File: config.mk
export PLATFORM = sky130hd
export DESIGN_NAME = ttl_bus_arbiter
export DESIGN_NICKNAME = d
export VERILOG_FILES = /design/src/rtl/ttl_bus_arbiter.sv
export SDC_FILE = /design/constraint.sdc
export NUM_CORES = 1
export LEC_CHECK = 0
export BUFFER_PORTS_ARGS = -buffer_cell sky130_fd_sc_hd__buf_2
export CAP_MARGIN = 5
export CELL_PAD_IN_SITES_DETAIL_PLACEMENT = 1
export CELL_PAD_IN_SITES_GLOBAL_PLACEMENT = 2
export CORE_ASPECT_RATIO = 0.75
export CORE_MARGIN = 3
export CORE_UTILIZATION = 31
export DETAILED_ROUTE_END_ITERATION = 12
export PLACE_DENSITY_LB_ADDON = 0.1
export SETUP_SLACK_MARGIN = 0.5
export SYNTH_ARGS = -nofsm -noshare
export SYNTH_HDL_FRONTEND = slang
export SYNTH_SLANG_ARGS = --single-unit
File: constraint.sdc
create_clock -name clk -period 8.8 [get_ports clk]
set_clock_uncertainty 0.15 [all_clocks]
set_input_delay 0.88 -clock clk [delete_from_list [all_inputs] [get_ports clk]]
set_output_delay 0.88 -clock clk [all_outputs]
set_load 0.1 [all_outputs]
File: src/rtl/ttl_bus_arbiter.sv
// Round-robin arbiter for a 74138-decoded, 74244-buffered TTL bus: setup, gated transfer, turnaround.
// Optional grant timeout is compiled in with `define TTL_ARB_TIMEOUT_EN.
module ttl_bus_arbiter #(
  parameter int unsigned HOLD_MAX   = 16,
  parameter int unsigned TURNAROUND = 1
) (
  input  logic       clk,
  input  logic       rst_n,
  input  logic [7:0] req,
  input  logic [7:0] req_wide,
  output logic [2:0] A,
  output logic       E1_n,
  output logic       E2_n,
  output logic       E3,
  output logic       G1_n,
  output logic       G2_n,
  output logic       gnt_valid,
  output logic [2:0] gnt_id
);

  if (HOLD_MAX < 1 || HOLD_MAX > 255) begin : g_bad_hold_max
    $error("ttl_bus_arbiter: HOLD_MAX out of range 1..255");
  end
  if (TURNAROUND < 1 || TURNAROUND > 15) begin : g_bad_turnaround
    $error("ttl_bus_arbiter: TURNAROUND out of range 1..15");
  end

  typedef enum logic [1:0] {
    S_IDLE  = 2'd0,
    S_SETUP = 2'd1,
    S_GRANT = 2'd2,
    S_TURN  = 2'd3
  } state_t;

  localparam logic [3:0] L_TURN_LOAD = 4'(TURNAROUND - 1);

  state_t     r_state;
  logic [2:0] r_last;
  logic       r_wide;
  logic [3:0] r_turn_cnt;

  logic [2:0] w_winner;
  logic [2:0] w_idx;
  logic       w_timeout;

  // Scan from farthest to nearest so the requester just after r_last is assigned last and wins.
  always_comb begin
    w_winner = r_last;
    w_idx    = r_last;
    for (int k = 8; k >= 1; k--) begin
      w_idx = r_last + 3'(k);
      if (req[w_idx]) begin
        w_winner = w_idx;
      end
    end
  end

`ifdef TTL_ARB_TIMEOUT_EN
  localparam logic [7:0] L_HOLD_MAX = 8'(HOLD_MAX);
  logic [7:0] r_hold_cnt;
  logic [7:0] w_hold_next;

  assign w_hold_next = r_hold_cnt + 8'd1;
  assign w_timeout   = (w_hold_next >= L_HOLD_MAX);
`else
  assign w_timeout = 1'b0;
`endif

  always_ff @(posedge clk or negedge rst_n) begin
    if (!rst_n) begin
      r_state    <= S_IDLE;
      r_last     <= 3'd7;
      r_wide     <= 1'b0;
      r_turn_cnt <= 4'd0;
      A          <= 3'b000;
      gnt_id     <= 3'b000;
      E1_n       <= 1'b1;
      E2_n       <= 1'b1;
      E3         <= 1'b0;
      G1_n       <= 1'b1;
      G2_n       <= 1'b1;
      gnt_valid  <= 1'b0;
`ifdef TTL_ARB_TIMEOUT_EN
      r_hold_cnt <= 8'd0;
`endif
    end else begin
      case (r_state)
        S_IDLE: begin
          if (req != 8'h00) begin
            A       <= w_winner;
            gnt_id  <= w_winner;
            r_wide  <= req_wide[w_winner];
            E1_n    <= 1'b0;
            E2_n    <= 1'b0;
            E3      <= 1'b1;
            r_state <= S_SETUP;
`ifdef TTL_ARB_TIMEOUT_EN
            r_hold_cnt <= 8'd0;
`endif
          end
        end

        S_SETUP: begin
          if (req[gnt_id]) begin
            r_state   <= S_GRANT;
            gnt_valid <= 1'b1;
            G1_n      <= 1'b0;
            G2_n      <= ~r_wide;
            r_last    <= gnt_id;
          end else begin
            // Aborted setup: pointer stays put so the aborting requester keeps its priority.
            r_state    <= S_TURN;
            E1_n       <= 1'b1;
            E2_n       <= 1'b1;
            E3         <= 1'b0;
            r_turn_cnt <= L_TURN_LOAD;
          end
        end

        S_GRANT: begin
`ifdef TTL_ARB_TIMEOUT_EN
          r_hold_cnt <= w_hold_next;
`endif
          if (!req[gnt_id] || w_timeout) begin
            r_state    <= S_TURN;
            gnt_valid  <= 1'b0;
            G1_n       <= 1'b1;
            G2_n       <= 1'b1;
            E1_n       <= 1'b1;
            E2_n       <= 1'b1;
            E3         <= 1'b0;
            r_turn_cnt <= L_TURN_LOAD;
          end
        end

        S_TURN: begin
          if (r_turn_cnt == 4'd0) begin
            r_state <= S_IDLE;
          end else begin
            r_turn_cnt <= r_turn_cnt - 4'd1;
          end
        end

        default: r_state <= S_IDLE;
      endcase
    end
  end

endmodule

======== Word level (Yosys, flattened, before mapping) ========
Cells that the tools add are included.
word-level totals
  bits in registers ....................... 18
  input bits .............................. 18
  output and inout bits ................... 12
  word-level logic and storage cells ...... 95
cells by class
  add/sub/neg operators ................... 8
  magnitude comparators ................... 9
  equal/unequal tests ..................... 9
  muxes and demuxes ....................... 45
  bitwise operators ....................... 1
  reduce and logical (&&, ||, !) cells .... 13
operators with widths
  cell                                                                    number
  3-bit by 4-bit < comparator with 1-bit output (second input constant)   9
  1-bit binary-select mux with 3-bit select                               9
  3-bit two-way mux                                                       7
  1-bit two-way mux                                                       17
  3-bit adder (second input constant)                                     4
  2-bit != test (second input constant)                                   6
  3-bit AND reduction                                                     4
  1-bit case mux with 2 select lines                                      5
  4-bit two-way mux                                                       2
  2-bit case mux with 4 select lines                                      1
  4-bit case mux with 2 select lines                                      1
  8-bit nonzero test                                                      1
  3-bit by 2-bit adder with 3-bit output (second input constant)          2
  2-bit two-way mux                                                       3
  2-bit nonzero test                                                      3
  2-bit equality test (second input constant)                             2
  4-bit zero test                                                         1
  2-bit AND reduction                                                     2
  4-bit by 1-bit subtractor with 4-bit output (second input constant)     1
  3-bit by 1-bit adder with 3-bit output (second input constant)          1
  2-bit by 1-bit equality test with 1-bit output (second input constant)  1
  2-bit zero test                                                         1
  2-bit OR reduction                                                      1
  1-bit inverter                                                          1

======== Logic depth before layout (Yosys ltp) ========
  depth in word-level cells ............... 12
  depth in mapped cells ................... 13
  depth with buffers taken out ............ 10

======== Worst setup path before layout ========
No wires, ideal clock.
  path type ............................... register to register
  from .................................... reg r_last[1]
  to ...................................... reg r_wide
  library setup time ...................... 0.131 ns
  arrival ................................. 3.595 ns
  required time ........................... 8.519 ns
  setup slack ............................. 4.925 ns
  cell stages (with the launch flop) ...... 14
  path buffers ............................ 3
  clock period less this slack ............ 3.875 ns
  path through ............................ dfstp_2 > buf_2 > buf_2 > clkinv_1 > ha_1 > buf_6 > mux2i_1 > mux4_2 > a41o_1 > a21o_1 > mux2_4 > a2111oi_2 > a2111o_1 > o211ai_1
on the way
  longest elaborated chain between the ends .. 12
  elaborated cells on any way between the ends .. 30
  classes of those cells .................. add/sub (7); mux (23)
ends and longest elaborated chain
  element                                      line  source
  from (decl)                                  38    logic [2:0] r_last;
  from (signal assigned)                       109   r_last <= gnt_id;
  3-bit adder                                  51    w_idx = r_last + 3'(k);
  1-bit binary-select mux with 3-bit select    52    if (req[w_idx]) begin
  1-bit two-way mux (not written as such)      52
  3-bit two-way mux (6 in series)              52
  3-bit two-way mux *                          52
  1-bit binary-select mux with 3-bit select *  92    r_wide <= req_wide[w_winner];
  1-bit two-way mux (not written as such) *    92
  to (signal assigned)                         92
  to (decl)                                    39    logic r_wide;
Mark *: on every way between the ends. The rest lies on a longest branch, timed or not. The select of a mux whose other input is x is not followed.
A chain may end at the register's enable or synchronous reset.

======== Worst setup path after layout ========
  from .................................... reg r_last[0]
  to ...................................... reg r_wide
Same word-level chain as after synthesis.

==> run summary <==
relative slew slack = 0.6028
post-layout min period = 4.380 ns
Pins Over Slew Limit = 0
Setup TNS Final = 0 ns
Initial Util = 0.3255
Final Setup Violations = 0
TritonCTS buffer count = 3
Peak Freq = 0.2283 GHz
post-synthesis net count = 245
Ports = 30
residual DRC count = 0
Post-synth EDFFs = 0
sequential-to-total area share from yosys stat = 0.2205
count of final hold-check violations = 0
hold buffers post-CTS = 0
Site Rows = 25
drt pass-1 iters = 4
commonest non-fill, non-tap cell in the layout = buf_2
share of cells above drive strength 1 = 0.2583
total congestion overflow = 0
H-tree depth = 1
drt total wl = 5765 microns
Synth Area in Compound Gates = 0.1988
crit start category = register
initial antenna violation count = 0
Die ar. = 7728 sq um
met3 WL post-DR = 304 microns
critical path's largest stage delay = 0.92 ns
MaxCap Viol Count = 0
most frequent cells in the layout = buf_2, nand2_1, mux2i_1
post-synthesis adder-cell area fraction = 0.04819
main combinational cell family by area after synthesis = multiplexers
Critical Path Sink Type = register
RSZ-0062 raised after global routing = false
worst path arrival time = 4.37 ns
Area after DPL = 2213 sq um
Final #Nets = 267
TritonCTS clock tree = done
Tightest Pin Transition = 0.5958 ns
post-route ant nets = 0
area grow syn2layout = 9.217%
Post-CTS Setup Repair Bufs = 0
via count = 1857
Critical Path RT = 8.79 ns
CP max FO = 25
port bufs = 29
Synth cell types = 49
async set or reset register ratio after synthesis = 1.000
status = completed
worst setup path category = reg -> reg
CP max-delay cell = dfstp_2
routed wl met2 = 2294 microns
#FFs+latches synth = 18
pin count of the biggest net entering global routing = 26
GRT Total Usage = 0.1517
Clk Latency, worst-skew pair = 0.26 ns
ANT cells = 0
Syn Area/Cell = 9.484 sq um
Main synth FF type = dfrtp_1
Met1 Wirelength = 3146 microns
mux cell area share after synthesis = 0.3096
Die Wd = 100.5 microns
global-route wire length before repair = 9673 microns
Resized cells post-CTS = 0
Synth Area in Simple Gates = 0.1313
fin area = 2268 sq um
Synth Instances = 219
uppermost layer routed = met4
xor-xnor portion of the synthesized cell area = 0.01687
clock buffer depth = 2
Worst Hold Class = reg -> reg
vias in the first global route = 1853
gp weighted congestion = 0.7917
clk sinks = 18
hpwl dp = 4350 microns
die height = 76.89 microns
CTS root buf = clkbuf_8
Cell Area, Synth = 2077 sq um
clk slew on worst S/H paths = 0.07 ns
synth warn = 0
via-per-instance ratio = 5.785
WL/cell = 17.96 microns
Core ar. = 6381 sq um
worst-path cell chain = clkinv_1 -> ha_1 -> mux2i_1 -> mux4_2 -> a41o_1 -> a21o_1 -> mux2_4 -> a221oi_1 -> a2111o_1 -> o211ai_1
DRT iter0 DRCs = 66
final worst-path cycle share = 0.4977
[registers in the layout, summed over array words and instances, names as in the netlist]
| register | flops |
|---|---|
| gnt_id | 3 |
| r_last | 3 |
| E3 | 1 |
| r_wide | 1 |
| E2_n | 1 |
| r_state | 2 |
| gnt_valid | 1 |
| r_turn_cnt | 4 |
| G2_n | 1 |
| G1_n | 1 |
[critical path, delay by kind of cell, from the launching register on]
| family | cells | cell delay, ns |
|---|---|---|
| fa+ha+maj | 1 | 0.71 |
| buf+inv | 1 | 0.41 |
| mux | 3 | 0.99 |
| flops | 1 | 0.92 |
| compound gates | 5 | 1.05 |
[layer usage]
metal / global-route usage / up-vias
li1: - / 886
met1: 0.2492 / 918
met4: 0.008075 / 0
met5: 0 / -
met3: 0.02364 / 2
met2: 0.2143 / 51
[through the flow]
step                utilization  instances  worst slack (ns)  hold slack (ns)
floorplan                     -        219             4.925           0.3037
global placement         0.3469        317             4.543           0.3039
detailed placement       0.3469        317             4.416           0.3075
CTS                      0.3555        321             4.402           0.3230
global route             0.3555        321             4.160           0.3523
finish                   0.3555        321             4.420           0.3169
[cells by family (layout without fill, tap and decap cells)]
group | after synthesis | count (layout)
xor gates and xnor gates | 4 | 4
AOI/OAI and AO/OA | 59 | 59
and+or+nand+nor | 61 | 61
buffers and inverters | 24 | 45
adders and majority gates | 8 | 8
DFF | 18 | 18
muxes | 45 | 45
[final cells by class]
cell class,instances,area (sq um)
flip-flops and latches,18,457.9
clock buffers,4,55.05
fillers,765,4113
repair buffers,29,145.1
well taps,81,101.3
inverters,12,45.04
multi-input cells,177,1464
[path summary, 6_finish.rpt]
check | from | end | slack, ns | depth (start not counted)
max in group asynchronous | rst_n | r_last[1]$_DFFE_PN1P_ | 7.77 | 1
setup / recovery | r_last[0]$_DFFE_PN1P_ | r_wide$_DFFE_PN0P_ | 4.42 | 10
setup reg to reg | r_last[0]$_DFFE_PN1P_ | r_wide$_DFFE_PN0P_ | 4.42 | 10
hold reg to reg | G1_n$_DFFE_PN1P_ | G1_n$_DFFE_PN1P_ | 0.32 | 2
hold / removal | G1_n$_DFFE_PN1P_ | G1_n$_DFFE_PN1P_ | 0.32 | 2
min in group asynchronous | rst_n | r_turn_cnt[0]$_DFFE_PN0P_ | 0.40 | 1
[Yosys cell counts, types with 2 or more instances]
master	count	area share
nand2_1	28	0.051
mux2i_1	20	0.096
o21ai_0	14	0.034
dfrtp_1	12	0.14
mux2_2	12	0.065
nor2_1	12	0.022
inv_1	10	0.018
a21oi_1	8	0.019
ha_1	8	0.048
a221oi_1	7	0.030
dfstp_2	6	0.076
mux4_1	6	0.076
mux4_2	6	0.065
nand3_1	6	0.014
o22ai_1	5	0.015
a31oi_1	4	0.012
buf_4	4	0.014
clkbuf_8	4	0.027
nor3_1	4	0.0096
a21o_1	3	0.011
nor2b_1	3	0.0090
o211ai_1	3	0.011
a211oi_1	2	0.0072
buf_2	2	0.0048
clkinv_1	2	0.0036
nor4_1	2	0.0060
o31ai_1	2	0.0072
xnor2_1	2	0.0084
xor2_1	2	0.0084
Power is not shown: default switching activity piles up to over one toggle a cycle in this logic, so the estimate is an artifact.
